### src/rtl/instruction_ci_mc.sv
// Multi-cycle executor for a subset of RV compressed instructions (c.li, c.addi, c.lui,
// c.addi16sp, c.slli, c.lwsp) with a simple request/ack RAM port for the stack load.
module instruction_ci_mc #(
    parameter int XLEN   = 32,
    parameter int RAM_AW = 8
) (
    input  logic              iCLK,
    input  logic              iRST,
    input  logic              iVALID,
    output logic              oREADY,
    input  logic [15:0]       iIR,
    output logic [4:0]        oRS1,
    input  logic [XLEN-1:0]   iRS1,
    output logic [4:0]        oRD,
    output logic              oRD_WE,
    output logic [XLEN-1:0]   oRD_DATA,
    output logic              oDONE,
    output logic              oILLEGAL,
    output logic              oMISALIGNED,
    output logic              oRAM_CE,
    output logic              oRAM_RD,
    output logic [RAM_AW-1:0] oRAM_ADDR,
    input  logic [31:0]       iRAM_DATA,
    input  logic              iRAM_ACK
);

    typedef enum logic [1:0] {S_IDLE, S_MEM_WAIT, S_DONE} state_t;

    state_t              r_state;
    logic [4:0]          r_rd;
    logic                r_we;
    logic [XLEN-1:0]     r_data;
    logic                r_done;
    logic                r_illegal;
    logic                r_misaligned;
    logic                r_ram_ce;
    logic                r_ram_rd;
    logic [RAM_AW-1:0]   r_ram_addr;

    logic [4:0]          w_rd;
    logic [5:0]          w_imm6;
    logic [9:0]          w_imm16sp;
    logic [7:0]          w_lw_off;
    logic [RAM_AW+1:0]   w_addr;
    logic                w_is_lwsp;
    logic                w_we;
    logic                w_ill;
    logic                w_mis;
    logic                w_load;
    logic [XLEN-1:0]     w_val;
    logic [XLEN-1:0]     w_data;

    function automatic logic signed [XLEN-1:0] sext6(input logic [5:0] v);
        return XLEN'(signed'(v));
    endfunction

    function automatic logic signed [XLEN-1:0] sext10(input logic [9:0] v);
        return XLEN'(signed'(v));
    endfunction

    function automatic logic signed [XLEN-1:0] sext18(input logic [17:0] v);
        return XLEN'(signed'(v));
    endfunction

    function automatic logic signed [XLEN-1:0] sext32(input logic [31:0] v);
        return XLEN'(signed'(v));
    endfunction

    assign w_rd      = iIR[11:7];
    assign w_imm6    = {iIR[12], iIR[6:2]};
    assign w_imm16sp = {iIR[12], iIR[4:3], iIR[5], iIR[2], iIR[6], 4'b0000};
    assign w_lw_off  = {iIR[3:2], iIR[12], iIR[6:4], 2'b00};
    assign w_is_lwsp = (iIR[1:0] == 2'b10) && (iIR[15:13] == 3'b010);
    // Only the low RAM_AW+2 address bits matter: alignment plus the truncated word address.
    assign w_addr    = iRS1[RAM_AW+1:0] + (RAM_AW+2)'(w_lw_off);

    assign oRS1 = w_is_lwsp ? 5'd2 : w_rd;

    always_comb begin
        w_we   = 1'b0;
        w_val  = '0;
        w_ill  = 1'b0;
        w_mis  = 1'b0;
        w_load = 1'b0;
        case ({iIR[1:0], iIR[15:13]})
            5'b01_010: begin
                w_val = sext6(w_imm6);
                w_we  = (w_rd != 5'd0);
            end
            5'b01_000: begin
                w_val = iRS1 + sext6(w_imm6);
                w_we  = (w_rd != 5'd0) && (w_imm6 != 6'd0);
            end
            5'b01_011: begin
                if (w_rd == 5'd2) begin
                    if (w_imm16sp == 10'd0) begin
                        w_ill = 1'b1;
                    end else begin
                        w_val = iRS1 + sext10(w_imm16sp);
                        w_we  = 1'b1;
                    end
                end else if (w_imm6 == 6'd0) begin
                    w_ill = 1'b1;
                end else begin
                    w_val = sext18({w_imm6, 12'h000});
                    w_we  = (w_rd != 5'd0);
                end
            end
            5'b10_000: begin
                if ((XLEN == 32) && iIR[12]) begin
                    w_ill = 1'b1;
                end else begin
                    w_val = iRS1 << w_imm6;
                    w_we  = (w_rd != 5'd0) && (w_imm6 != 6'd0);
                end
            end
            5'b10_010: begin
                if (w_rd == 5'd0) begin
                    w_ill = 1'b1;
                end else if (w_addr[1:0] != 2'b00) begin
                    w_mis = 1'b1;
                end else begin
                    w_load = 1'b1;
                end
            end
            default: w_ill = 1'b1;
        endcase
    end

    assign w_data = w_we ? w_val : '0;

    always_ff @(posedge iCLK) begin
        if (iRST) begin
            r_state      <= S_IDLE;
            r_rd         <= '0;
            r_we         <= 1'b0;
            r_data       <= '0;
            r_done       <= 1'b0;
            r_illegal    <= 1'b0;
            r_misaligned <= 1'b0;
            r_ram_ce     <= 1'b0;
            r_ram_rd     <= 1'b0;
            r_ram_addr   <= '0;
        end else begin
            case (r_state)
                S_IDLE: begin
                    if (iVALID) begin
                        r_rd <= w_rd;
                        if (w_load) begin
                            r_ram_ce   <= 1'b1;
                            r_ram_rd   <= 1'b1;
                            r_ram_addr <= w_addr[RAM_AW+1:2];
                            r_state    <= S_MEM_WAIT;
                        end else begin
                            r_done       <= 1'b1;
                            r_we         <= w_we;
                            r_data       <= w_data;
                            r_illegal    <= w_ill;
                            r_misaligned <= w_mis;
                            r_state      <= S_DONE;
                        end
                    end
                end
                S_MEM_WAIT: begin
                    // Wait indefinitely; the request stays asserted and stable until the ack.
                    if (iRAM_ACK) begin
                        r_ram_ce <= 1'b0;
                        r_ram_rd <= 1'b0;
                        r_done   <= 1'b1;
                        r_we     <= 1'b1;
                        r_data   <= sext32(iRAM_DATA);
                        r_state  <= S_DONE;
                    end
                end
                S_DONE: begin
                    r_done       <= 1'b0;
                    r_we         <= 1'b0;
                    r_data       <= '0;
                    r_illegal    <= 1'b0;
                    r_misaligned <= 1'b0;
                    r_state      <= S_IDLE;
                end
                default: r_state <= S_IDLE;
            endcase
        end
    end

    assign oREADY      = (r_state == S_IDLE);
    assign oRD         = r_rd;
    assign oRD_WE      = r_we;
    assign oRD_DATA    = r_data;
    assign oDONE       = r_done;
    assign oILLEGAL    = r_illegal;
    assign oMISALIGNED = r_misaligned;
    assign oRAM_CE     = r_ram_ce;
    assign oRAM_RD     = r_ram_rd;
    assign oRAM_ADDR   = r_ram_addr;

endmodule

### config.mk
export PLATFORM = sky130hd
export DESIGN_NAME = instruction_ci_mc
export DESIGN_NICKNAME = d
export VERILOG_FILES = /design/src/rtl/instruction_ci_mc.sv
export SDC_FILE = /design/constraint.sdc
export NUM_CORES = 1
export LEC_CHECK = 0
export ABC_AREA = 1
export BUFFER_PORTS_ARGS = -buffer_cell sky130_fd_sc_hd__buf_2
export CAP_MARGIN = 5
export CELL_PAD_IN_SITES_DETAIL_PLACEMENT = 1
export CELL_PAD_IN_SITES_GLOBAL_PLACEMENT = 1
export CORE_AREA = 2 2 175 134
export DETAILED_ROUTE_END_ITERATION = 7
export DIE_AREA = 0 0 177 136
export PLACE_DENSITY = 0.91
export SYNTH_ARGS = -nofsm -noshare
export SYNTH_HDL_FRONTEND = slang
export SYNTH_SLANG_ARGS = --single-unit
export TNS_END_PERCENT = 10
### constraint.sdc
create_clock -name iCLK -period 2.3 [get_ports iCLK]
set_input_delay 0.46 -clock iCLK [delete_from_list [all_inputs] [get_ports iCLK]]
set_output_delay 0.46 -clock iCLK [all_outputs]
set_load 0.02 [all_outputs]
==> Word-level counts from Yosys, hierarchy flattened <==
Index checks and enable logic that the tools add are counted.
{ "totals": {"ff_bits": 52, "in_bits": 84, "output_inout_bits": 57, "word_cells": 95} }
{ "classes": {"addsub": 3, "eq_ne": 14, "shift": 1, "mux": 49, "n_reduce_logical": 19} }
{ "ops": {"columns": ["cell", "count"], "rows": [
  ["$mux 32", 8],
  ["$pmux 32 s4", 1],
  ["$pmux 32 s3", 1],
  ["$add 32x32->32", 2],
  ["$shl 32x6->32", 1],
  ["$mux 1", 27],
  ["$eq 5x4->1 const B", 3],
  ["$add 10x8->10", 1],
  ["$eq 5x5->1 const B", 2],
  ["$logic_not 10->1", 1],
  ["$pmux 1 s4", 2],
  ["$reduce_and 4->1", 2],
  ["$logic_not 6->1", 1],
  ["$mux 2", 3],
  ["$ne 2x2->1 const B", 3],
  ["$pmux 1 s2", 3],
  ["$pmux 1 s3", 2],
  ["$reduce_and 3->1", 2],
  ["$reduce_bool 2->1", 3],
  ["$reduce_bool 6->1", 1],
  ["$eq 5x2->1 const B", 1],
  ["$logic_not 5->1", 1],
  ["$mux 5", 1],
  ["$reduce_bool 5->1", 1],
  ["other kinds (10)", 13]
]} }

==> Depth between registers and ports, before layout <==
Gate-level depths: netlist (run 1).
{ "depth": {"ltp_word": 8, "mapped_depth": 17, "mapped_depth_nobuf": 17} }

==> Worst setup path before layout (run 1) <==
Ideal clock, no wire load.
{ "synth_timing": {"path_type": "input port to flip-flop", "from": "input iIR[5]", "to": "register r_data[14] (netlist: oRD_DATA[14])", "setup_time_ns": 0.119, "t_arrival_ns": 2.144, "t_required_ns": 2.181, "slack_ns": 0.037, "stages": 16, "n_path_buf": 1, "cell_sequence": "inv_1 clkbuf_1 fa_1 nor2_1 nor2_2 nand2_2 nand2_1 nand2_2 nand2_1 nand2_1 xnor2_1 nor2_1 nor2_1 nand2_1 nand2_1 a21oi_1"} }
{ "synth_via": {"elab_chain_cells": 8, "word_cells_on_any_way": 21, "cone_classes": "2 x add/sub; 1 x shift; 14 x mux; 4 x reduce/logical"} }
{ "synth_rtl": {"columns": ["item", "line_no", "text"], "rows": [
  ["start: declaration", "11", "input logic [15:0] iIR,"],
  ["$add 32x32->32 (tied with other cells)", "99", "w_val = iRS1 + sext10(w_imm16sp);"],
  ["$mux 32 (tied with other cells)", "96", "if (w_imm16sp == 10'd0) begin"],
  ["$mux 32 (tied with other cells)", "95", "if (w_rd == 5'd2) begin"],
  ["$pmux 32 s4 or $pmux 1 s4 (tied branches)", "85", "case ({iIR[1:0], iIR[15:13]})"],
  ["$mux 32 (*)", "130", "assign w_data = w_we ? w_val : '0;"],
  ["$mux 32 (*)", "149", "if (w_load) begin"],
  ["$mux 32 (*)", "147", "if (iVALID) begin"],
  ["$pmux 32 s3 (*)", "145", "case (r_state)"],
  ["end signal: assignment", "157", "r_data <= w_data;"],
  ["end signal: assignment", "171", "r_data <= sext32(iRAM_DATA);"],
  ["end: declaration", "32", "logic [XLEN-1:0] r_data;"]
]} }
Every way passes the cells marked *; elsewhere a longest branch is shown, timed or not. The select of a mux whose other input is x is not followed.
A chain may end at the register's enable or synchronous reset.

==> Worst setup path after layout (run 1) <==
{ "layout_timing": {"from": "input iIR[12]", "to": "register r_data[27] (netlist: oRD_DATA[27])"} }
The elaborated chain is that of the path after synthesis.

==> impl_metrics.ini, run 1 <==
[clock_network]
clk_latency_ns = 0.31
clock-sinks = 52
cts_made_buffers = 5
cts_root_buffer = clkbuf_16
path_clk_slew_ns = 0.08
cts_tree = done
clock_tree.buffer_depth = 2
htreeDepth = 2

[worst_hold_path]
hp-class = in -> reg
min_from = iRST

[worst_setup_path]
cpPeakStageDelay_ns = 0.25
crit_type = in -> reg
startpoint_type = input pin
crit_required_ns = 2.54
crit_fanout = 8
arrival_ns = 2.51
critPathSlowestCell = nor2_1
r2r-start = r_state[0]
worstSetupEndpointType = flop
crit_start = iIR[12]
cp_common_cell = buf_4
cp_cell_sequence = buf_12, buf_4, buf_4, nor2_1, buf_4, nand2_1, buf_4, a21oi_1, o211ai_1, nand2_1, nor2_1, nand3_1, nand2_1, a21oi_1
cp_num_buf_inv = 5
crit_family = buffers and inverters

[yosys]
yosys.area.top_type = nand2_1
syn_inst = 1440
synth.yosys.warnings = 0
synth_edf_count = 0
synth_top_area_frac = 0.230
yosys_register_bits = 52
syn_avg_cell_area_um2 = 5.38
yosysUniqueCellTypes = 47
synthesis.nets = 1568
synthTopCellsByArea = nand2_1 23%, dfxtp_1 13%, a21oi_1 9.8%
ys_seq_area_frac = 0.134
synthArstFlopShare = 0
synth_ff_type = dfxtp_1
syn_area_um2 = 7750

[timing]
post-route-min-period_ns = 2.27
fin_crit_sh = 0.987
skew_ns = 0.00840
relSlewSlack = 0.598
finalHoldViolCount = 0
worstMarginPinSlew_ns = 0.603
finalSetupViolCount = 0
drv_slew = 0
max_freq_mhz = 440
rsz0062_at_grt = yes
fin_hold_ws_ns = 0.402

[placed_design]
dpl_cell_area_um2 = 10400
dp_hpwl_mm = 35.6
place_congestion = 0.972
numPortBuffers = 140

[route]
viasPerCell = 5.70
drtPass1Iterations = 8
vias = 11800
avgRoutedWirePerCell_um = 21.7
drtIter0Drc = 1250
final_antenna_net_count = 0
routed_wl_mm = 44.8
drc = 0

[cells_and_area]
drive_above_1_share = 0.337
area_delta_synth_final_pct = 50.3
fin_area_um2 = 11600
antenna_cells = 0
fin_nets = 1896

[die]
die_w_um = 177
rows = 48
die-area_um2 = 24100
ios = 141
core_area_um2 = 22500
initial_core_util = 0.344
die_y_um = 136

[power]
p_per_area_nw_per_um2 = 383
ir_worst_vdd_uv = 283
total_power_uw = 4460
p_leak_uw = 0.00582

[global_routing]
antenna_found_initial = 0
grt_pass1_vias = 11700
grt.total_usage = 0.354
grt_max_degree = 40
grt_overflow = 0
grt_pass1_wl_mm = 65.3

[outcome]
status = completed

[job]
drv_cap = 0
layout by cell type (no fill, tap or decap), types with 13 or more instances in the layout:
master and n:
nand2_2 46, buf_4 212, o21ai_0 81, nand2_1 419, dfxtp_1 52, nand2_4 14
nor2_1 81, buf_12 13, o21ai_1 41, buf_2 139, a21oi_1 131, a21oi_2 20
inv_1 137, o211ai_1 15, nor2_2 18, nand4_1 15, ha_4 24, nand3_1 127
inv_2 21
final timing paths:
kind | to | slack [ns] | depth (start not counted)
worst max-delay path | oRD_DATA[27] | 0.03 | 14
worst min-delay path | oRAM_RD | 0.40 | 2
worst max register to register | oRD_DATA[5] | 0.13 | 10
worst min register to register | oRAM_RD | 0.49 | 2
repair_timing:
item / 4_1_cts / 5_1_grt
cloned: 1 / 0
endpoints found under the setup margin: 23 / 36
gates resized for setup: 82 / 162
hold buffers: 0 / 0
pin swaps: 13 / 35
setup buffers: 5 / 3
routing by layer:
| metal | vias to the layer above | wire length [um] | GRT usage | part of all wire |
|---|---|---|---|---|
| li1 | 5400 | - | - | - |
| met3 | 107 | 3590 | 0.0635 | 0.080 |
| met5 | - | 0 | 0 | 0 |
| met4 | 0 | 1450 | 0.108 | 0.032 |
| met2 | 548 | 20600 | 0.577 | 0.46 |
| met1 | 5729 | 19200 | 0.474 | 0.43 |
per-stage QoR:
step / util / TNS (ns) / std cells / worst slack [ns]
finish: 0.517 / 0 / 2069 / 0.0296
global route: 0.517 / -0.649 / 2069 / -0.0749
CTS: 0.489 / -0.00684 / 2066 / -0.00671
detailed placement: 0.462 / -12.85 / 2052 / -0.633
global placement: 0.462 / -9.66 / 2052 / -0.546
floorplan: - / 0 / 1440 / 0.0366
cells in the mapped netlist (7+ instances only):
library cell    n
nand4_1        15
o211ai_1       15
xnor2_1         7
dfxtp_1        52
buf_2          23
clkbuf_1       18
nor2_2          7
nand3_1       141
a21oi_1       152
o21ai_1        35
nand2_1       474
and2_1         14
nor2_1         99
inv_1         145
o21ai_0        95
ha_1           41
inv_2          15
xor2_1          8
registers in the layout, indices dropped and copies added, names as in the netlist:
name	cells
oRD_DATA	32
oRD_WE	1
oRAM_RD	1
oMISALIGNED	1
r_state	2
oDONE	1
oRAM_ADDR	8
oRD	5
oILLEGAL	1
layout make-up:
type                    instances  area (um2)
clock inverters                 3        27.5
inverters                     162         616
flip-flops and latches         52        1040
repair buffers                375        2690
multi-input cells            1172        6770
fillers                      3106       10900
well taps                     300         375
clock buffers                   5         125
where the power goes:
part	internal (uW)	switching [uW]
sequential	954	31.4
combinational	1030	1600
clock	416	427
cells by family after synthesis:
| group | count (synthesis) | synth area share |
|---|---|---|
| XOR/XNOR | 15 | 0.0170 |
| AND/OR/NAND/NOR | 789 | 0.436 |
| buffers and inverters | 216 | 0.112 |
| flip-flops | 52 | 0.134 |
| adder cells (fa/ha/maj) | 44 | 0.0740 |
| AO/OA/AOI/OAI | 324 | 0.227 |
Note: power is estimated with default switching activity, not from simulation.
==> inputs of run 2 (changes only) <==
--- a/config.mk
+++ b/config.mk
@@ -14,6 +14,7 @@
 export DETAILED_ROUTE_END_ITERATION = 7
 export DIE_AREA = 0 0 177 136
 export PLACE_DENSITY = 0.91
+export SETUP_SLACK_MARGIN = 0.3
 export SYNTH_ARGS = -nofsm -noshare
 export SYNTH_HDL_FRONTEND = slang
 export SYNTH_SLANG_ARGS = --single-unit
==> run 2 against run 1 <==
  * The flow now finishes with violations (design-rule violations, negative setup slack)
  * Global-route usage grew 3.2 points
  * Critical path depth shrank 1
  * Critical endpoint is now oRD_DATA[12]
  * Sequential power is essentially flat
  * Highest routed layer is now met5
  * Design area grew 6.2%
  * Routed wire length grew 20%
  * Hold slack lost 0.0024 ns
  * Sequential cell count is the same
  * Clock skew is essentially flat
  * Clock-buffer cell count grew 1
==> impl_metrics.ini, run 2 (synthesis results as in run 1) <==
[outcome]
status = finished with violations
failed_checks = design-rule violations, negative setup slack

[timing]
post-route-min-period_ns = 2.83
worst_slack_ns = -0.526
finalSetupViolCount = 7
fin_crit_sh = 1.23
drv_slew = 0
relSlewSlack = 0.332
skew_ns = 0.00820
worstMarginPinSlew_ns = 0.992
finalHoldViolCount = 0
fin_tns_setup_ns = -0.772
rsz0062_at_grt = yes
max_freq_mhz = 354

[clock_network]
cts_root_buffer = clkbuf_16
clk_latency_ns = 0.33
htreeDepth = 2
clock_tree.buffer_depth = 2
path_clk_slew_ns = 0.09
cts_made_buffers = 5
clock-sinks = 52
postCtsHoldBufs = 0
cts_tree = done

[job]
drv_cap = 0

[placed_design]
dpl_cell_area_um2 = 10400
place_congestion = 1.01
dp_cells = 2059
dp_hpwl_mm = 35.1
numPortBuffers = 140

[route]
vias = 12900
viasPerCell = 6.11
avgRoutedWirePerCell_um = 25.6
drc = 2
drtPass1Iterations = 8
drtIter0Drc = 1479
final_antenna_net_count = 0
routed_wl_mm = 54.0

[die]
die_y_um = 136
ios = 141
core_area_um2 = 22500
die_w_um = 177
initial_core_util = 0.344
die-area_um2 = 24100
rows = 48

[global_routing]
grt_max_degree = 47
grt_overflow = 0
grt_pass1_vias = 12600
grt.total_usage = 0.386
grt_pass1_wl_mm = 71.5
antenna_found_initial = 3

[power]
ir_worst_vdd_uv = 323
p_leak_uw = 0.00615
p_per_area_nw_per_um2 = 386

[worst_setup_path]
critPathSlowestCell = o21ai_0
cp_num_buf_inv = 5
worstSetupEndpointType = flop
crit_required_ns = 2.55
arrival_ns = 3.08
cp_cell_sequence = buf_4, buf_6, buf_12, buf_4, buf_12, nand2_1, nand3_1, nand3_2, o21ai_2, o21ai_0, nand3b_1, nand2_1, a21oi_1
startpoint_type = input pin
crit_fanout = 9
crit_family = compound AO/OA/AOI/OAI gates
cpPeakStageDelay_ns = 0.82
crit_type = in -> reg

[cells_and_area]
drive_above_1_share = 0.385
fin_cells = 2107
area_delta_synth_final_pct = 59.7
final_common_cell = nand2_1
post-route-util = 0.549
most-common-layout-cells = 404 x nand2_1, 240 x buf_4, 133 x inv_1
fill_cells = 3086
antenna_cells = 0
largest_reg_flops = 32
fin_nets = 1934
fin_area_um2 = 12400

[worst_hold_path]
hp-class = in -> reg
[run 2: cell types whose count changed in the layout (fill, tap and decap cells not counted), moves of 8 or more]
| cell | before | now |
|---|---|---|
| buf_4 | 212 | 240 |
| nand2_2 | 46 | 65 |
| nor2_1 | 81 | 64 |
| nor2_2 | 18 | 35 |
| nand2_1 | 419 | 404 |
| buf_6 | 9 | 22 |
| buf_2 | 139 | 128 |
| nand3_1 | 127 | 116 |
| nand3_2 | 11 | 22 |
| o21ai_1 | 41 | 33 |
[run 2: final timing paths]
path / startpoint / endpoint / slack, ns / depth (start not counted)
max reg2reg: r_state[0] / oRD_DATA[3] / 0.15 / 10
max: iIR[3] / oRD_DATA[12] / -0.53 / 13
min: iRST / r_state[0] / 0.40 / 2
min reg2reg: oMISALIGNED / oMISALIGNED / 0.50 / 2
[run 2: report_power, final]
group | switching [uW] | internal, uW | total, uW
Combinational | 1780 | 1160 | 2940
Sequential | 32.6 | 954 | 986
Clock | 435 | 409 | 844
Total | 2250 | 2520 | 4770
[run 2: layer usage]
metal	track usage	routed length (um)	up-vias
li1	-	-	5467
met1	0.477	19700	6073
met2	0.632	23800	947
met3	0.0842	5880	381
met4	0.192	4460	4
met5	0	50	-
[run 2: repair_timing]
action | CTS | global route
endpoints found under the setup margin | 37 | 37
setup buffers | 17 | 18
resized for setup | 187 | 145
gates cloned | 4 | 1
pin swaps | 55 | 56
[run 2: worst register-to-register path, cell delays in order (launching register included)]
cell     delay (ns)
dfxtp_1        0.41
inv_1          0.10
ha_1           0.28
inv_1          0.15
o22ai_2        0.13
inv_1          0.13
nand3_4        0.15
inv_4          0.13
buf_4          0.20
o21ai_0        0.10
a21oi_1        0.27
[run 2: per-stage QoR]
step	power, uW	hold WS [ns]	setup WS (ns)
global route	4910	0.424	-0.380
floorplan	2150	0.474	0.248
CTS	4300	0.402	0.147
global placement	3090	0.468	-0.526
finish	4770	0.399	-0.526
detailed placement	3200	0.473	-0.748
[run 2: layout make-up]
| class | instances | area, um2 | share of cell area |
|---|---|---|---|
| repair buffers | 413 | 3160 | 0.256 |
| flip-flops and latches | 52 | 1040 | 0.0842 |
| inverters | 162 | 616 | 0.0498 |
| clock buffers | 6 | 129 | 0.0104 |
| multi-input cells | 1172 | 7030 | 0.568 |
| well taps | 300 | 375 | 0.0303 |
| clock inverters | 2 | 16.3 | 0.00132 |
